## config.mk

```make
export PLATFORM = sky130hd
export DESIGN_NAME = memory_access
export DESIGN_NICKNAME = d
export VERILOG_FILES = /design/src/rtl/memory_access_pkg.sv /design/src/rtl/memory_access_lsu_align.sv /design/src/rtl/memory_access.sv
export SDC_FILE = /design/constraint.sdc
export NUM_CORES = 1
export LEC_CHECK = 0
export BUFFER_PORTS_ARGS = -buffer_cell sky130_fd_sc_hd__buf_4
export CORE_AREA = 2 2 160 162
export DETAILED_ROUTE_END_ITERATION = 8
export DIE_AREA = 0 0 162 164
export SKIP_CTS_REPAIR_TIMING = 1
export SKIP_LAST_GASP = 1
export SYNTH_ARGS = -nofsm -noshare
export SYNTH_HDL_FRONTEND = slang
export SYNTH_SLANG_ARGS = --single-unit
```

## constraint.sdc

```tcl
create_clock -name clk -period 4.1 [get_ports clk]
set_input_delay 0.41 -clock clk [delete_from_list [all_inputs] [get_ports clk]]
set_output_delay 0.41 -clock clk [all_outputs]
set_load 0.005 [all_outputs]
```

## src/rtl/memory_access_pkg.sv

```systemverilog
// Shared definitions for the memory-access stage: opcode match patterns,
// load/store width codes and the access FSM state type.
package memory_access_pkg;

  // Wildcard opcode patterns, matched with ==? against the full instruction
  localparam logic [31:0] I_ALL_LOADS = 32'b????_????_????_????_????_????_?000_0011;
  localparam logic [31:0] S_ALL       = 32'b????_????_????_????_????_????_?010_0011;

  // Load widths (funct3)
  localparam logic [2:0] F3_LB  = 3'b000;
  localparam logic [2:0] F3_LH  = 3'b001;
  localparam logic [2:0] F3_LW  = 3'b010;
  localparam logic [2:0] F3_LBU = 3'b100;
  localparam logic [2:0] F3_LHU = 3'b101;

  // Store widths (funct3)
  localparam logic [2:0] F3_SB = 3'b000;
  localparam logic [2:0] F3_SH = 3'b001;
  localparam logic [2:0] F3_SW = 3'b010;

  typedef enum logic [1:0] {
    MA_IDLE,
    MA_REQ,
    MA_WAIT
  } ma_state_t;

endpackage

```

## src/rtl/memory_access_lsu_align.sv

```systemverilog
// Combinational lane logic for the memory-access stage: byte enables and
// replicated store data on the request side, alignment check, and lane
// selection plus sign/zero extension on the load-return side.
module lsu_align
  import memory_access_pkg::*;
(
  input  logic [2:0]  funct3,
  input  logic [1:0]  addr_lo,
  input  logic [31:0] rs2,
  input  logic [31:0] rdata,
  output logic [3:0]  be,
  output logic [31:0] wdata,
  output logic        misaligned,
  output logic [31:0] load_data
);

  logic [7:0]  lane_b;
  logic [15:0] lane_h;

  // Access width is funct3[1:0] for both loads and stores; width 3 is unsupported
  // on this 32-bit port and is dropped as misaligned.
  always_comb begin
    be         = 4'b0000;
    wdata      = rs2;
    misaligned = 1'b0;
    case (funct3[1:0])
      F3_SB[1:0]: begin
        be    = 4'b0001 << addr_lo;
        wdata = {4{rs2[7:0]}};
      end
      F3_SH[1:0]: begin
        be         = 4'b0011 << addr_lo;
        wdata      = {2{rs2[15:0]}};
        misaligned = addr_lo[0];
      end
      F3_SW[1:0]: begin
        be         = 4'b1111;
        wdata      = rs2;
        misaligned = |addr_lo;
      end
      default: begin
        misaligned = 1'b1;
      end
    endcase
  end

  // Pick the addressed byte / halfword from the returned word
  always_comb begin
    lane_b = rdata[7:0];
    case (addr_lo)
      2'd0:    lane_b = rdata[7:0];
      2'd1:    lane_b = rdata[15:8];
      2'd2:    lane_b = rdata[23:16];
      default: lane_b = rdata[31:24];
    endcase
    lane_h = addr_lo[1] ? rdata[31:16] : rdata[15:0];
  end

  // Extend the selected lane according to the load flavour
  always_comb begin
    load_data = rdata;
    case (funct3)
      F3_LB:   load_data = {{24{lane_b[7]}}, lane_b};
      F3_LBU:  load_data = {24'h0, lane_b};
      F3_LH:   load_data = {{16{lane_h[15]}}, lane_h};
      F3_LHU:  load_data = {16'h0, lane_h};
      F3_LW:   load_data = rdata;
      default: load_data = rdata;
    endcase
  end

endmodule

```

## src/rtl/memory_access.sv

```systemverilog
// Memory-access pipeline stage. Non-memory instructions pass through in one
// cycle; loads and stores run a req/gnt/rvalid handshake on the data port while
// stalling execute, with a watchdog that abandons an access that never finishes.
module memory_access
  import memory_access_pkg::*;
#(
  parameter int WAIT_TIMEOUT = 255
) (
  input  logic        clk,
  input  logic        rst_n,
  input  logic [31:0] instr_i,
  input  logic [31:0] alu_result_i,
  input  logic [31:0] rs2_i,
  input  logic [4:0]  sel_rd_i,
  output logic        stall_o,
  output logic [31:0] instr_o,
  output logic [31:0] wb_data_o,
  output logic [4:0]  sel_rd_o,
  output logic        wb_en_o,
  output logic        misalign_o,
  output logic        bus_err_o,
  output logic        dmem_req_o,
  output logic        dmem_we_o,
  output logic [31:0] dmem_addr_o,
  output logic [31:0] dmem_wdata_o,
  output logic [3:0]  dmem_be_o,
  input  logic        dmem_gnt_i,
  input  logic        dmem_rvalid_i,
  input  logic [31:0] dmem_rdata_i
);

  localparam int CNT_W = $clog2(WAIT_TIMEOUT + 1);
  // Last counter value at which the access may still complete
  localparam logic [CNT_W-1:0] CNT_LAST = CNT_W'(WAIT_TIMEOUT - 1);

  ma_state_t        state;
  logic [CNT_W-1:0] wait_cnt;

  // Access captured in IDLE and held for the duration of the transaction
  logic [31:0] acc_instr_p1;
  logic [31:0] acc_addr_p1;
  logic [31:0] acc_wdata_p1;
  logic [3:0]  acc_be_p1;
  logic        acc_we_p1;
  logic [2:0]  acc_funct3_p1;
  logic [4:0]  acc_rd_p1;

  logic        in_idle;
  logic        is_load;
  logic        is_store;
  logic        is_mem;
  logic        timed_out;

  logic [2:0]  al_funct3;
  logic [1:0]  al_addr_lo;
  logic [3:0]  al_be;
  logic [31:0] al_wdata;
  logic [31:0] al_load_data;
  logic        al_misaligned;

  assign in_idle   = (state == MA_IDLE);
  assign is_load   = (instr_i ==? I_ALL_LOADS);
  assign is_store  = (instr_i ==? S_ALL);
  assign is_mem    = is_load | is_store;
  assign timed_out = (wait_cnt >= CNT_LAST);

  assign stall_o      = !in_idle;
  assign dmem_req_o   = (state == MA_REQ);
  assign dmem_we_o    = acc_we_p1;
  assign dmem_addr_o  = {acc_addr_p1[31:2], 2'b00};
  assign dmem_be_o    = acc_be_p1;
  assign dmem_wdata_o = acc_wdata_p1;

  // The lane logic is shared: in IDLE it sees the incoming instruction (request
  // side); while an access is open it sees the captured one (load-return side).
  assign al_funct3  = in_idle ? instr_i[14:12]     : acc_funct3_p1;
  assign al_addr_lo = in_idle ? alu_result_i[1:0] : acc_addr_p1[1:0];

  lsu_align u_align (
    .funct3     (al_funct3),
    .addr_lo    (al_addr_lo),
    .rs2        (rs2_i),
    .rdata      (dmem_rdata_i),
    .be         (al_be),
    .wdata      (al_wdata),
    .misaligned (al_misaligned),
    .load_data  (al_load_data)
  );

  // FSM, watchdog counter, captured access and write-back outputs
  always_ff @(posedge clk or negedge rst_n) begin
    if (!rst_n) begin
      state         <= MA_IDLE;
      wait_cnt      <= '0;
      acc_instr_p1  <= '0;
      acc_addr_p1   <= '0;
      acc_wdata_p1  <= '0;
      acc_be_p1     <= '0;
      acc_we_p1     <= 1'b0;
      acc_funct3_p1 <= '0;
      acc_rd_p1     <= '0;
      instr_o       <= '0;
      wb_data_o     <= '0;
      sel_rd_o      <= '0;
      wb_en_o       <= 1'b0;
      misalign_o    <= 1'b0;
      bus_err_o     <= 1'b0;
    end else begin
      // Write-back outputs are bubbles unless something retires this edge
      instr_o    <= '0;
      wb_data_o  <= '0;
      sel_rd_o   <= '0;
      wb_en_o    <= 1'b0;
      misalign_o <= 1'b0;
      bus_err_o  <= 1'b0;

      case (state)
        MA_IDLE: begin
          if (is_mem) begin
            if (al_misaligned) begin
              misalign_o <= 1'b1;
            end else begin
              acc_instr_p1  <= instr_i;
              acc_addr_p1   <= alu_result_i;
              acc_wdata_p1  <= al_wdata;
              acc_be_p1     <= al_be;
              acc_we_p1     <= is_store;
              acc_funct3_p1 <= instr_i[14:12];
              acc_rd_p1     <= sel_rd_i;
              wait_cnt      <= '0;
              state         <= MA_REQ;
            end
          end else begin
            instr_o   <= instr_i;
            wb_data_o <= alu_result_i;
            sel_rd_o  <= sel_rd_i;
            wb_en_o   <= (sel_rd_i != 5'd0);
          end
        end

        MA_REQ: begin
          // A grant always wins over the watchdog so the memory never holds
          // an accepted request the stage has forgotten about.
          if (dmem_gnt_i) begin
            if (acc_we_p1) begin
              instr_o <= acc_instr_p1;
              state   <= MA_IDLE;
            end else begin
              wait_cnt <= wait_cnt + 1'b1;
              state    <= MA_WAIT;
            end
          end else if (timed_out) begin
            bus_err_o <= 1'b1;
            state     <= MA_IDLE;
          end else begin
            wait_cnt <= wait_cnt + 1'b1;
          end
        end

        MA_WAIT: begin
          if (dmem_rvalid_i) begin
            instr_o   <= acc_instr_p1;
            wb_data_o <= al_load_data;
            sel_rd_o  <= acc_rd_p1;
            wb_en_o   <= (acc_rd_p1 != 5'd0);
            state     <= MA_IDLE;
          end else if (timed_out) begin
            bus_err_o <= 1'b1;
            state     <= MA_IDLE;
          end else begin
            wait_cnt <= wait_cnt + 1'b1;
          end
        end

        default: begin
          state <= MA_IDLE;
        end
      endcase
    end
  end

endmodule

```

==> run summary <==
CTS max path bufs: 2
share of layout cells above drive strength 1: 29.5%
Worst EP required: 4.46 ns
most frequent cells in the layout: buf_4 (287), nand2_1 (277), dfrtp_1 (188), o21ai_0 (66), nor2_1 (54)
reg2reg setup slack: 1.19 ns
Reg2Reg Depth: 9
mux share of post-synthesis cell area: 4.63%
die height: 164 µm
drt wl/cell: 18.0 µm
Synth Area in Simple Gates: 17.9%
synthesized area: 8550 µm²
Die ar.: 26600 µm²
Post-synth ARST share: 100%
largest family of logic cells by synthesized area: simple AND/OR/NAND/NOR gates
Yosys warning total: 0
Max Clk Rate: 0.343 GHz
DRT iter0 DRCs: 552
Cells after DPL: 1435
total power after layout: 5.31 mW
number of global-route vias before repair: 7377
latest clock arrival within the worst-skew pair: 0.43 ns
clk sinks: 188
drt first pass iters: 5
Die X: 162 µm
Max VDD drop: 0.000272 V
clock skew: 0.0141 ns
H-tree depth: 4
crit path time final: 2.91 ns
post-synthesis xor/xnor area fraction: 0%
non-filler cells, final: 1466
unrepaired setup endpoints after global routing: no
endpoints failing hold: 0
commonest non-fill, non-tap cell in the layout: buf_4
Hold WC Path Type: in -> async
P per Cell Area: 470 nW/µm²
Yosys top cell area share: 55.0%
vias: 7284
final wirelength: 26400 µm
Post-Syn Area per Cell: 9.47 µm²
Distinct cells, synth: 53
biggest area consumer among synthesized cells: dfrtp_1
core area: 24800 µm²
CTS root buffer: clkbuf_16
number of buffers created by CTS: 17
Worst Setup End Kind: flip-flop
fin crit share: 71.1%
final setup vio count: 0
diode count: 0
nets@finish: 1267
largest net degree at the start of global routing: 123
#FFs+latches synth: 188
status: completed
Slew Viols, Final: 0
All-Layer GR Usage: 19.9%
fraction of the mapped netlist area in compound gates: 15.3%
max-cap violations: 0
kind of critical path: reg -> reg
DR vias/cell: 4.97
first-pass GRT wire length: 41000 µm
Post-DP HPWL: 19000 µm
setup ws final: 1.19 ns
area grow syn2layout: 32.1%
Reg clk slew, reported paths: 0.07 ns
Crit Path Max Fanout: 26
register area share after synthesis: 55.0%
Place WS: 1.18 ns
initial antenna violation count: 0
Slew headroom: 15.2%
setup_tns: 0 ns
Startpoint Class: flip-flop
I/O pins: 280
adder-cell share of the synthesized area: 0.878%
routability cong.: 0.830
number of port buffers: 277
DRC viols: 0
Top FF cell, synth: dfrtp_1
main area contributors after synthesis: dfrtp_1 (55%), nand2_1 (12%), mux2i_1 (4.3%)
Overflow after GRT: 0
Gate Count Post-Synth: 903
Leakage Power: 5.78 nW
Starting Density: 34.4%
num rows: 58
Worst EP arrival: 3.27 ns
worst-margin pin slew: 1.27 ns
CTS tree: done
Post-synth EDFFs: 0
Detail Route Antenna Nets: 0
Filler cells: 2445
==> worst paths after layout <==
check / from / to
min reg2reg: acc_instr_p1[0] / acc_instr_p1[0]
min: rst_n / acc_addr_p1[8]
max: state[1] / wb_data_o[6]
max in group asynchronous: rst_n / wb_data_o[28]
max reg2reg: state[1] / wb_data_o[6]
min in group clk: alu_result_i[21] / acc_addr_p1[21]
==> per-stage QoR <==
step	hold slack (ns)	cell area, µm²	utilization [%]
finish	0.108	11300	45.5
global route	0.156	11300	45.5
CTS	0.157	11300	45.5
detailed placement	0.459	10700	43.2
global placement	0.453	10700	43.2
floorplan	0.114	8550	-
==> area by class of cell <==
cell class,instances,area [µm²],share of cell area [%]
Sequential cell,188,4700,41.6
Multi-Input combinational cell,616,3350,29.6
Timing Repair Buffer,291,2230,19.7
Clock buffer,18,439,3.89
Tap cell,330,413,3.66
Clock inverter,13,128,1.13
Inverter,10,37.5,0.332
==> kinds of logic after synthesis <==
family,after synthesis
simple gates,378
other cells,1
compound gates,191
flops,188
fa+ha+maj,6
mux,39
buf+inv,100
==> cells in the mapped netlist, drive strengths merged, types with 2 or more instances <==
master,instances
nor3,6
o21ai,69
a21oi,22
nand2,277
and2,7
mux2i,38
dfrtp,188
inv,10
a31oi,4
a32o,7
a211oi,4
a221o,16
o21a,2
clkbuf,38
o22ai,7
nand2b,5
a22o,8
o211ai,2
o31ai,7
a22oi,32
or2,2
o221ai,3
or4,2
nor2b,3
buf,52
nor2,55
nand3,15
ha,6
==> critical path, stage by stage, from the launching register on <==
cell and delay (ns):
dfrtp_1 0.42, inv_1 0.11, ha_1 0.31, buf_4 0.33, mux2i_4 0.28, buf_4 0.28
inv_2 0.20, o21bai_1 0.54, o21ai_0 0.17, o21ai_0 0.19
==> per-layer routing <==
layer | part of all wire (%) | vias to the layer above | track usage [%]
met4 | 1.9 | 0 | 5.59
li1 | - | 3478 | -
met2 | 49 | 275 | 33.5
met1 | 42 | 3502 | 25.0
met5 | 0 | - | 0
met3 | 7.5 | 29 | 5.56
==> power breakdown <==
part           leakage (nW)  total (mW)  switching (mW)  internal (mW)
clock network         0.276        1.61           0.793          0.819
registers              2.42        2.34           0.173           2.16
logic                  3.08        1.36           0.680          0.682
==> registers in the layout, indices dropped and copies added (netlist names), 2 cells and up <==
name and flops:
dmem_be_o 4, dmem_wdata_o 32, state 2, acc_rd_p1 5
wait_cnt 8, wb_data_o 32, instr_o 32, acc_instr_p1 32
acc_addr_p1 32, sel_rd_o 5
Power figures use the tool's default switching activity.
